--- config.mk ---
export PLATFORM = sky130hd
export DESIGN_NAME = im_fetch_ctrl
export DESIGN_NICKNAME = d
export VERILOG_FILES = /design/src/rtl/cpu_pkg.sv /design/src/rtl/im_fetch_ctrl_if_id_reg.sv /design/src/rtl/im_fetch_ctrl.sv
export SDC_FILE = /design/constraint.sdc
export NUM_CORES = 1
export LEC_CHECK = 0
export ABC_CLOCK_PERIOD_IN_PS = 2600
export BUFFER_PORTS_ARGS = -buffer_cell sky130_fd_sc_hd__buf_2
export CAP_MARGIN = 40
export CELL_PAD_IN_SITES_DETAIL_PLACEMENT = 1
export CELL_PAD_IN_SITES_GLOBAL_PLACEMENT = 1
export CORE_UTILIZATION = 33
export DETAILED_ROUTE_END_ITERATION = 8
export HOLD_SLACK_MARGIN = 0.06
export PLACE_DENSITY = 0.77
export SLEW_MARGIN = 0
export SYNTH_ARGS = -nofsm -noshare
export SYNTH_HDL_FRONTEND = slang
export SYNTH_SLANG_ARGS = --single-unit
--- constraint.sdc ---
create_clock -name clk -period 2.6 [get_ports clk]
set_clock_uncertainty 0.05 [all_clocks]
set_input_delay 0.78 -clock clk [delete_from_list [all_inputs] [get_ports clk]]
set_output_delay 0.78 -clock clk [all_outputs]
set_load 0.05 [all_outputs]
--- src/rtl/cpu_pkg.sv ---
// Shared CPU definitions: fetch FSM states, fetch defaults and the bubble encoding.
// The FETCH_FAULT state only exists when IM_FAULT_EN is defined.
package cpu_pkg;

    localparam logic [31:0] DEFAULT_RESET_PC  = 32'h0000_3000;
    localparam logic [31:0] DEFAULT_HALT_WORD = 32'h0000_000C;
    localparam logic [31:0] NOP_INSTR         = 32'h0000_0000;
    localparam logic [32:0] IM_WINDOW_BYTES   = 33'd4096;

    typedef enum logic [1:0] {
        FETCH_BOOT  = 2'd0,
        FETCH_RUN   = 2'd1,
        FETCH_HALT  = 2'd2
`ifdef IM_FAULT_EN
        , FETCH_FAULT = 2'd3
`endif
    } fetch_state_e;

    // A redirect target is legal only if word-aligned and inside the 4 KiB image at base.
    function automatic logic redirect_illegal(input logic [31:0] target,
                                              input logic [31:0] base);
        logic [32:0] limit;
        limit = {1'b0, base} + IM_WINDOW_BYTES;
        return (target[1:0] != 2'b00) || (target < base) || ({1'b0, target} >= limit);
    endfunction

endpackage

--- src/rtl/im_fetch_ctrl_if_id_reg.sv ---
// IF/ID pipeline register: clear (bubble) beats hold (stall), otherwise capture.
// Synchronous active-low reset loads a bubble.
module if_id_reg
    import cpu_pkg::*;
(
    input  logic        clk,
    input  logic        rst_n,
    input  logic        hold_i,
    input  logic        clear_i,
    input  logic [31:0] instr_i,
    input  logic [31:0] pc4_i,
    output logic [31:0] instr_o,
    output logic [31:0] pc4_o,
    output logic        valid_o
);

    logic [31:0] instr_q;
    logic [31:0] pc4_q;
    logic        valid_q;

    // NOTE: non-blocking assignments in clocked logic so every register samples pre-edge values.
    always_ff @(posedge clk) begin
        if (!rst_n || clear_i) begin
            instr_q <= NOP_INSTR;
            pc4_q   <= 32'h0;
            valid_q <= 1'b0;
        end else if (!hold_i) begin
            instr_q <= instr_i;
            pc4_q   <= pc4_i;
            valid_q <= 1'b1;
        end
    end

    assign instr_o = instr_q;
    assign pc4_o   = pc4_q;
    assign valid_o = valid_q;

endmodule

--- src/rtl/im_fetch_ctrl.sv ---
// Instruction-fetch controller: PC, fetch FSM, fetch counter and IF/ID register.
// Define IM_FAULT_EN to trap illegal redirect targets in a sticky FAULT state.
module im_fetch_ctrl
    import cpu_pkg::*;
#(
    parameter logic [31:0] RESET_PC  = DEFAULT_RESET_PC,
    parameter logic [31:0] HALT_WORD = DEFAULT_HALT_WORD
)(
    input  logic        clk,
    input  logic        rst_n,
    input  logic        stall,
    input  logic        redirect,
    input  logic [31:0] redirect_pc,
    output logic [9:0]  im_addr,
    input  logic [31:0] im_dout,
    output logic [31:0] pc,
    output logic [31:0] ifid_instr,
    output logic [31:0] ifid_pc4,
    output logic        ifid_valid,
    output logic        halted,
    output logic        fault,
    output logic [31:0] fetch_count
);

    fetch_state_e state_q;
    logic [31:0]  pc_q;
    logic [31:0]  count_q;
    logic [31:0]  pc_plus4;
    logic         ifid_hold;
    logic         ifid_clear;

    assign pc_plus4 = pc_q + 32'd4;

    // NOTE: every always_comb output gets a default first so no path infers a latch.
    always_comb begin
        ifid_hold  = 1'b1;
        ifid_clear = 1'b0;
        case (state_q)
            FETCH_BOOT: ifid_clear = 1'b1;
            FETCH_RUN: begin
                if (redirect)    ifid_clear = 1'b1;
                else if (!stall) ifid_hold  = 1'b0;
            end
            FETCH_HALT: ifid_clear = redirect || !stall;
            default: ;
        endcase
    end

    always_ff @(posedge clk) begin
        if (!rst_n) begin
            state_q <= FETCH_BOOT;
            pc_q    <= RESET_PC;
            count_q <= 32'h0;
        end else begin
            case (state_q)
                FETCH_BOOT: state_q <= FETCH_RUN;
                FETCH_RUN, FETCH_HALT: begin
                    if (redirect) begin
`ifdef IM_FAULT_EN
                        if (redirect_illegal(redirect_pc, RESET_PC)) begin
                            state_q <= FETCH_FAULT;
                        end else begin
                            pc_q    <= redirect_pc;
                            state_q <= FETCH_RUN;
                        end
`else
                        pc_q    <= redirect_pc;
                        state_q <= FETCH_RUN;
`endif
                    end else if (!stall && state_q == FETCH_RUN) begin
                        count_q <= count_q + 32'd1;
                        // The halt word is captured and counted, but the PC parks on it.
                        if (im_dout == HALT_WORD) state_q <= FETCH_HALT;
                        else                      pc_q    <= pc_plus4;
                    end
                end
                default: ;
            endcase
        end
    end

    if_id_reg u_if_id (
        .clk     (clk),
        .rst_n   (rst_n),
        .hold_i  (ifid_hold),
        .clear_i (ifid_clear),
        .instr_i (im_dout),
        .pc4_i   (pc_plus4),
        .instr_o (ifid_instr),
        .pc4_o   (ifid_pc4),
        .valid_o (ifid_valid)
    );

    assign pc          = pc_q;
    assign im_addr     = pc_q[11:2];
    assign fetch_count = count_q;
    assign halted      = (state_q == FETCH_HALT);
`ifdef IM_FAULT_EN
    assign fault       = (state_q == FETCH_FAULT);
`else
    assign fault       = 1'b0;
`endif

endmodule

### After elaboration in Yosys (flattened, before gate mapping)

Index checks and enable logic that the tools add are counted.
W data, S select, Z words.

| operators by class | value |
|---|---|
| div/mod/pow operators | 0 |
| order comparisons | 0 |
| reduce and logical (&&, ||, !) cells | 12 |
| shifts and indexed selects | 0 |
| equality and inequality tests | 6 |
| multiply operators | 0 |
| bitwise gates (word level) | 1 |
| mux-type cells | 12 |
| add/subtract/negate cells | 2 |

Operators by type and width:

| cell | number |
|---|---|
| $mux W32 | 3 |
| $add A32 B1 Y32 const B | 1 |
| $add A32 B3 Y32 const B | 1 |
| $eq A32 B4 Y1 const B | 1 |
| $reduce_and A3 Y1 | 3 |
| $mux W2 | 3 |
| $ne A3 B3 Y1 const B | 2 |
| $mux W1 | 4 |
| $pmux W2 S2 | 1 |
| $reduce_bool A2 Y1 | 2 |
| $pmux W1 S3 | 1 |
| $eq A2 B1 Y1 const B | 1 |
| $eq A2 B2 Y1 const B | 1 |
| $logic_not A1 Y1 | 2 |
| $logic_not A2 Y1 | 1 |
| $logic_or A1 B1 Y1 | 2 |
| $ne A2 B2 Y1 const B | 1 |
| $reduce_or A2 Y1 | 1 |
| $logic_and A1 B1 Y1 | 1 |
| $not A1 Y1 | 1 |

| storage, ports and cells | value |
|---|---|
| memories | 0 |
| RAM bits | 0 |
| ROM bits | 0 |
| input bits | 68 |
| word-level logic and storage cells | 39 |
| bits in latches | 0 |
| output and inout bits | 141 |
| flip-flop bits (word level) | 131 |

### Logic depth before layout (Yosys ltp)

| logic depth | value |
|---|---|
| depth in word-level cells | 5 |
| mapped depth | 9 |
| mapped depth without buffers | 7 |

### By module

Synthesis repeated with hierarchy kept, for this count alone.

| unflattened totals | value |
|---|---|
| cell total of the unflattened synthesis | 748 |
| area total of the unflattened synthesis | 6456.2 um2 |

By module, submodules not included:

| module | times used | area an instance (um2) | cells an instance | sequential area each (um2) |
|---|---|---|---|---|
| im_fetch_ctrl | 1 | 4130.2 | 538 | 1321.3 |
| if_id_reg | 1 | 2326.0 | 210 | 1301.2 |

### Least setup slack after synthesis

No wires, ideal clock.

| path | value |
|---|---|
| kind | input -> register |
| start point | input redirect |
| end point | register count_q[25] (netlist: fetch_count[25]) |
| required time | 2425 ps |
| arrival time | 2389 ps |
| path slack | 35 ps |
| stages on the path | 8 |
| buffers on the path | 3 |
| cell sequence | buf_2 > and4bb_1 > buf_4 > and2_1 > or4b_4 > buf_2 > o211ai_1 > o31ai_1 |

| between the ends | value |
|---|---|
| longest elaborated chain between the ends | 2 |

RTL lines:

| item | RTL line | RTL |
|---|---|---|
| start, declared | im_fetch_ctrl.sv:12 | `input logic redirect,` |
| $not A1 Y1 (no source line) | n/a |  |
| $reduce_and A3 Y1 (no source line) | n/a |  |
| end signal, assigned | im_fetch_ctrl.sv:71 | `count_q <= count_q + 32'd1;` |
| end, declared | im_fetch_ctrl.sv:27 | `logic [31:0] count_q;` |

No other way between the ends.
A chain may end at the register's enable or synchronous reset.

### Worst setup path after layout

| path | value |
|---|---|
| start point | register state_q[1] |
| end point | register count_q[26] (netlist: fetch_count[26]) |

| between the ends | value |
|---|---|
| longest elaborated chain between the ends | 3 |
| elaborated cells on any way between the ends | 5 |
| those cells by class | eq/ne (2); reduce/logical (3) |

RTL lines:

| item | RTL line | RTL |
|---|---|---|
| start, declared | im_fetch_ctrl.sv:25 | `fetch_state_e state_q;` |
| start signal, assigned | im_fetch_ctrl.sv:51 | `state_q <= FETCH_BOOT;` |
| start signal, assigned | im_fetch_ctrl.sv:56 | `FETCH_BOOT: state_q <= FETCH_RUN;` |
| start signal, assigned | im_fetch_ctrl.sv:68 | `state_q <= FETCH_RUN;` |
| $eq A2 B2 Y1 / $eq A2 B1 Y1 (equally long branches) | im_fetch_ctrl.sv:55, im_fetch_ctrl.sv:70 |  |
| $reduce_or A2 Y1 / $logic_and A1 B1 Y1 (equally long branches) | im_fetch_ctrl.sv:55, im_fetch_ctrl.sv:70 |  |
| $reduce_and A3 Y1 (no source line) * | n/a |  |

Mark *: on every way between the ends. The rest lies on a longest branch, timed or not.

==> flow_summary.ini <==
[clock_network]
cts.sinks = 131
clkTransAtPathRegs_ns = 0.06
root_buffer = clkbuf_16
insertion_delay_ns = 0.42
clockBufferDepth = 2
numCtsBuffers = 17
cts_max_level = 4
cts_hold_buf = 0
cts_resized = 0
cts_tree = done
post_cts.repair.setup_buffers = 0

[global_route]
grt_start_max_net_pins = 58
antenna_found_initial = 2
grt_pass1_vias = 6831
grt_overflow = 0
grt_pass1_wl_um = 35740
grtUsageTotal_pct = 22.97

[die]
die_w_um = 141.1
ios = 209
die_h_um = 141.1
row_count = 50
die_area_sq_um = 19910
start_util_pct = 33.91
coreArea_sq_um = 18830

[route]
drc = 0
drt-wirelength-per-cell_um = 17.62
routed_wl_um = 22620
dr.pass1.iters = 4
via_per_inst = 5.281
dr.first_iter.drc_count = 312
vias = 6781
postRouteAntennaNets = 0

[placed_design]
dp.cells = 1252
hpwl_um = 16430
routabilityCongestion = 0.8061
port_buffers = 207
dpl_cell_area_sq_um = 7888
dpl_worst_slack_ns = 0.01737

[timing]
tightest_slew_ns = 0.6217
fmax_ghz = 0.4127
fin_hold_ws_ns = 0.4006
setup-tns-final_ns = 0
hold_violations = 0
slew-limit-headroom_pct = 58.17
drv_slew = 0
rsz0062_at_grt = false
fin_crit_sh_pct = 93.20
final-setup-viol-count = 0
timing.final.ws_setup_ns = 0.1768
period_minus_slack_ns = 2.423

[synthesis]
synth_area_sq_um = 6385
netlist_instances = 812
ys.flop_type = dfxtp_1
synth_top_area_cell = dfxtp_1
ys_top_cells_by_count = 147 x nand2_1, 131 x dfxtp_1, 80 x nor2_1
async_reset_ff_share_pct = 0
yosys.cell_types.count = 60
synth.area.top_cells = dfxtp_1 41%, nand2_1 8.6%, a21oi_1 4.9%, nor2_1 4.7%, clkbuf_1 2.9%
synth-seq-cells = 131
syn-mean-instance-area_sq_um = 7.863
yosysTopAreaCellShare_pct = 41.07
synth_nets = 886
synth_edf_count = 0
yosys_warnings = 0
yosysMostFrequentCell = nand2_1
yosysSeqAreaShare_pct = 41.07

[power]
peakVddDrop_mv = 0.4805
power_density_nw_per_um2 = 634.6
p_leak_nw = 3.454

[run_status]
outcome = finished clean

[worst_setup_path]
start_kind = flip-flop
crit_type = flip-flop to flip-flop
crit_slowest_cell = or4_4
critPathArrivalTime_ns = 2.73
worstPathRequired_ns = 2.90
worstSetupEndpointType = flip-flop
worstPathCellList = inv_1 -> ha_1 -> and4bb_1 -> nand3_1 -> or4_4 -> or4b_1 -> o21ai_1
worst-path-max-fanout = 4
cpPeakStageDelay_ns = 0.53

[worst_hold_path]
hold_path_class = flip-flop to flip-flop

[cells_and_area]
drive_gt1_share_pct = 29.00
antennaDiodeCount = 0
nNetsFinal = 1085
syn2layout_area_growth_pct = 33.41
final_cells = 1284
stdcell_area_sq_um = 8518

[run]
maxCapViolCount = 0
-- logic make-up after synthesis --
| kind of cell | count (synthesis) | share of synthesized area [%] |
|---|---|---|
| other | 1 | 0.05873 |
| adder cells (fa/ha/maj) | 6 | 1.176 |
| AO/OA/AOI/OAI | 184 | 19.30 |
| flip-flops | 131 | 41.07 |
| buffers and inverters | 88 | 6.134 |
| multiplexers | 2 | 0.3136 |
| XOR/XNOR | 34 | 4.664 |
| AND/OR/NAND/NOR | 366 | 27.28 |
-- metal layers --
layer,up-vias,share of wire (%),global-route usage (%)
met2,202,48,38.43
met3,30,6.1,4.823
met5,-,0,0
met1,3261,43,28.40
li1,3288,-,-
met4,0,2.3,10.01
-- area by class of cell --
| type | instances | area [sq um] |
|---|---|---|
| multi-input combinational | 593 | 3386 |
| clock buffer | 24 | 481.7 |
| inverter | 14 | 52.55 |
| tap | 260 | 325.3 |
| clock inverter | 8 | 148.9 |
| fill | 2328 | 10310 |
| timing repair buffer | 254 | 1501 |
| sequential | 131 | 2623 |
-- final timing paths --
path | start | endpoint | slack [ns] | cells after the start
worst max-delay path | state_q[1]$_SDFFE_PN0P_ | fetch_count[26]$_SDFFE_PN0P_ | 0.18 | 7
worst min-delay path | u_if_id.instr_o[0]$_SDFFE_PP0N_ | u_if_id.instr_o[0]$_SDFFE_PP0N_ | 0.40 | 2
worst max register to register | state_q[1]$_SDFFE_PN0P_ | fetch_count[26]$_SDFFE_PN0P_ | 0.18 | 7
worst min register to register | u_if_id.instr_o[0]$_SDFFE_PP0N_ | u_if_id.instr_o[0]$_SDFFE_PP0N_ | 0.40 | 2
-- metrics by stage --
stage | power, mW | utilization [%]
global placement | 2.846 | 41.89
CTS | 5.458 | 45.24
global route | 5.611 | 45.24
finish | 5.406 | 45.24
detailed placement | 2.861 | 41.89
floorplan | 2.594 | -
-- critical path, delay by kind of cell (launching register included) --
kind,cells,cell delay (ns)
buffers and inverters,1,0.10
AO/OA/AOI/OAI,1,0.08
flip-flops,1,0.40
adder cells (fa/ha/maj),1,0.31
AND/OR/NAND/NOR,4,1.42
-- state kept, by name, summed over array words and instances (netlist names) --
| register | flops |
|---|---|
| u_if_id.valid_o | 1 |
| fetch_count | 32 |
| pc | 32 |
| u_if_id.instr_o | 32 |
| state_q | 2 |
| u_if_id.pc4_o | 32 |
-- power by group --
group	total (mW)	internal (mW)	switching [mW]
sequential	2.10	2.05	0.0494
combinational	0.721	0.223	0.498
clock	2.58	1.68	0.902
total	5.41	3.96	1.45
-- placed cells by master (no fill, tap or decap), types with 5 or more instances in the layout --
| cell type | n |
|---|---|
| buf_2 | 207 |
| nand2_1 | 147 |
| dfxtp_1 | 131 |
| nor2_1 | 79 |
| a21oi_1 | 63 |
| buf_4 | 38 |
| nor3_1 | 32 |
| nand3_1 | 24 |
| nor4_1 | 24 |
| nand4_1 | 22 |
| xnor2_1 | 21 |
| a211oi_1 | 20 |
| clkbuf_16 | 17 |
| o21ai_0 | 16 |
| o32ai_1 | 16 |
| inv_1 | 13 |
| xor2_1 | 13 |
| a22oi_1 | 13 |
| o31ai_1 | 9 |
| buf_12 | 9 |
| o31a_1 | 7 |
| o21bai_1 | 7 |
| nand2b_1 | 6 |
| ha_1 | 6 |
| or3_1 | 5 |
| o22ai_1 | 5 |
Power figures use the tool's default switching activity.
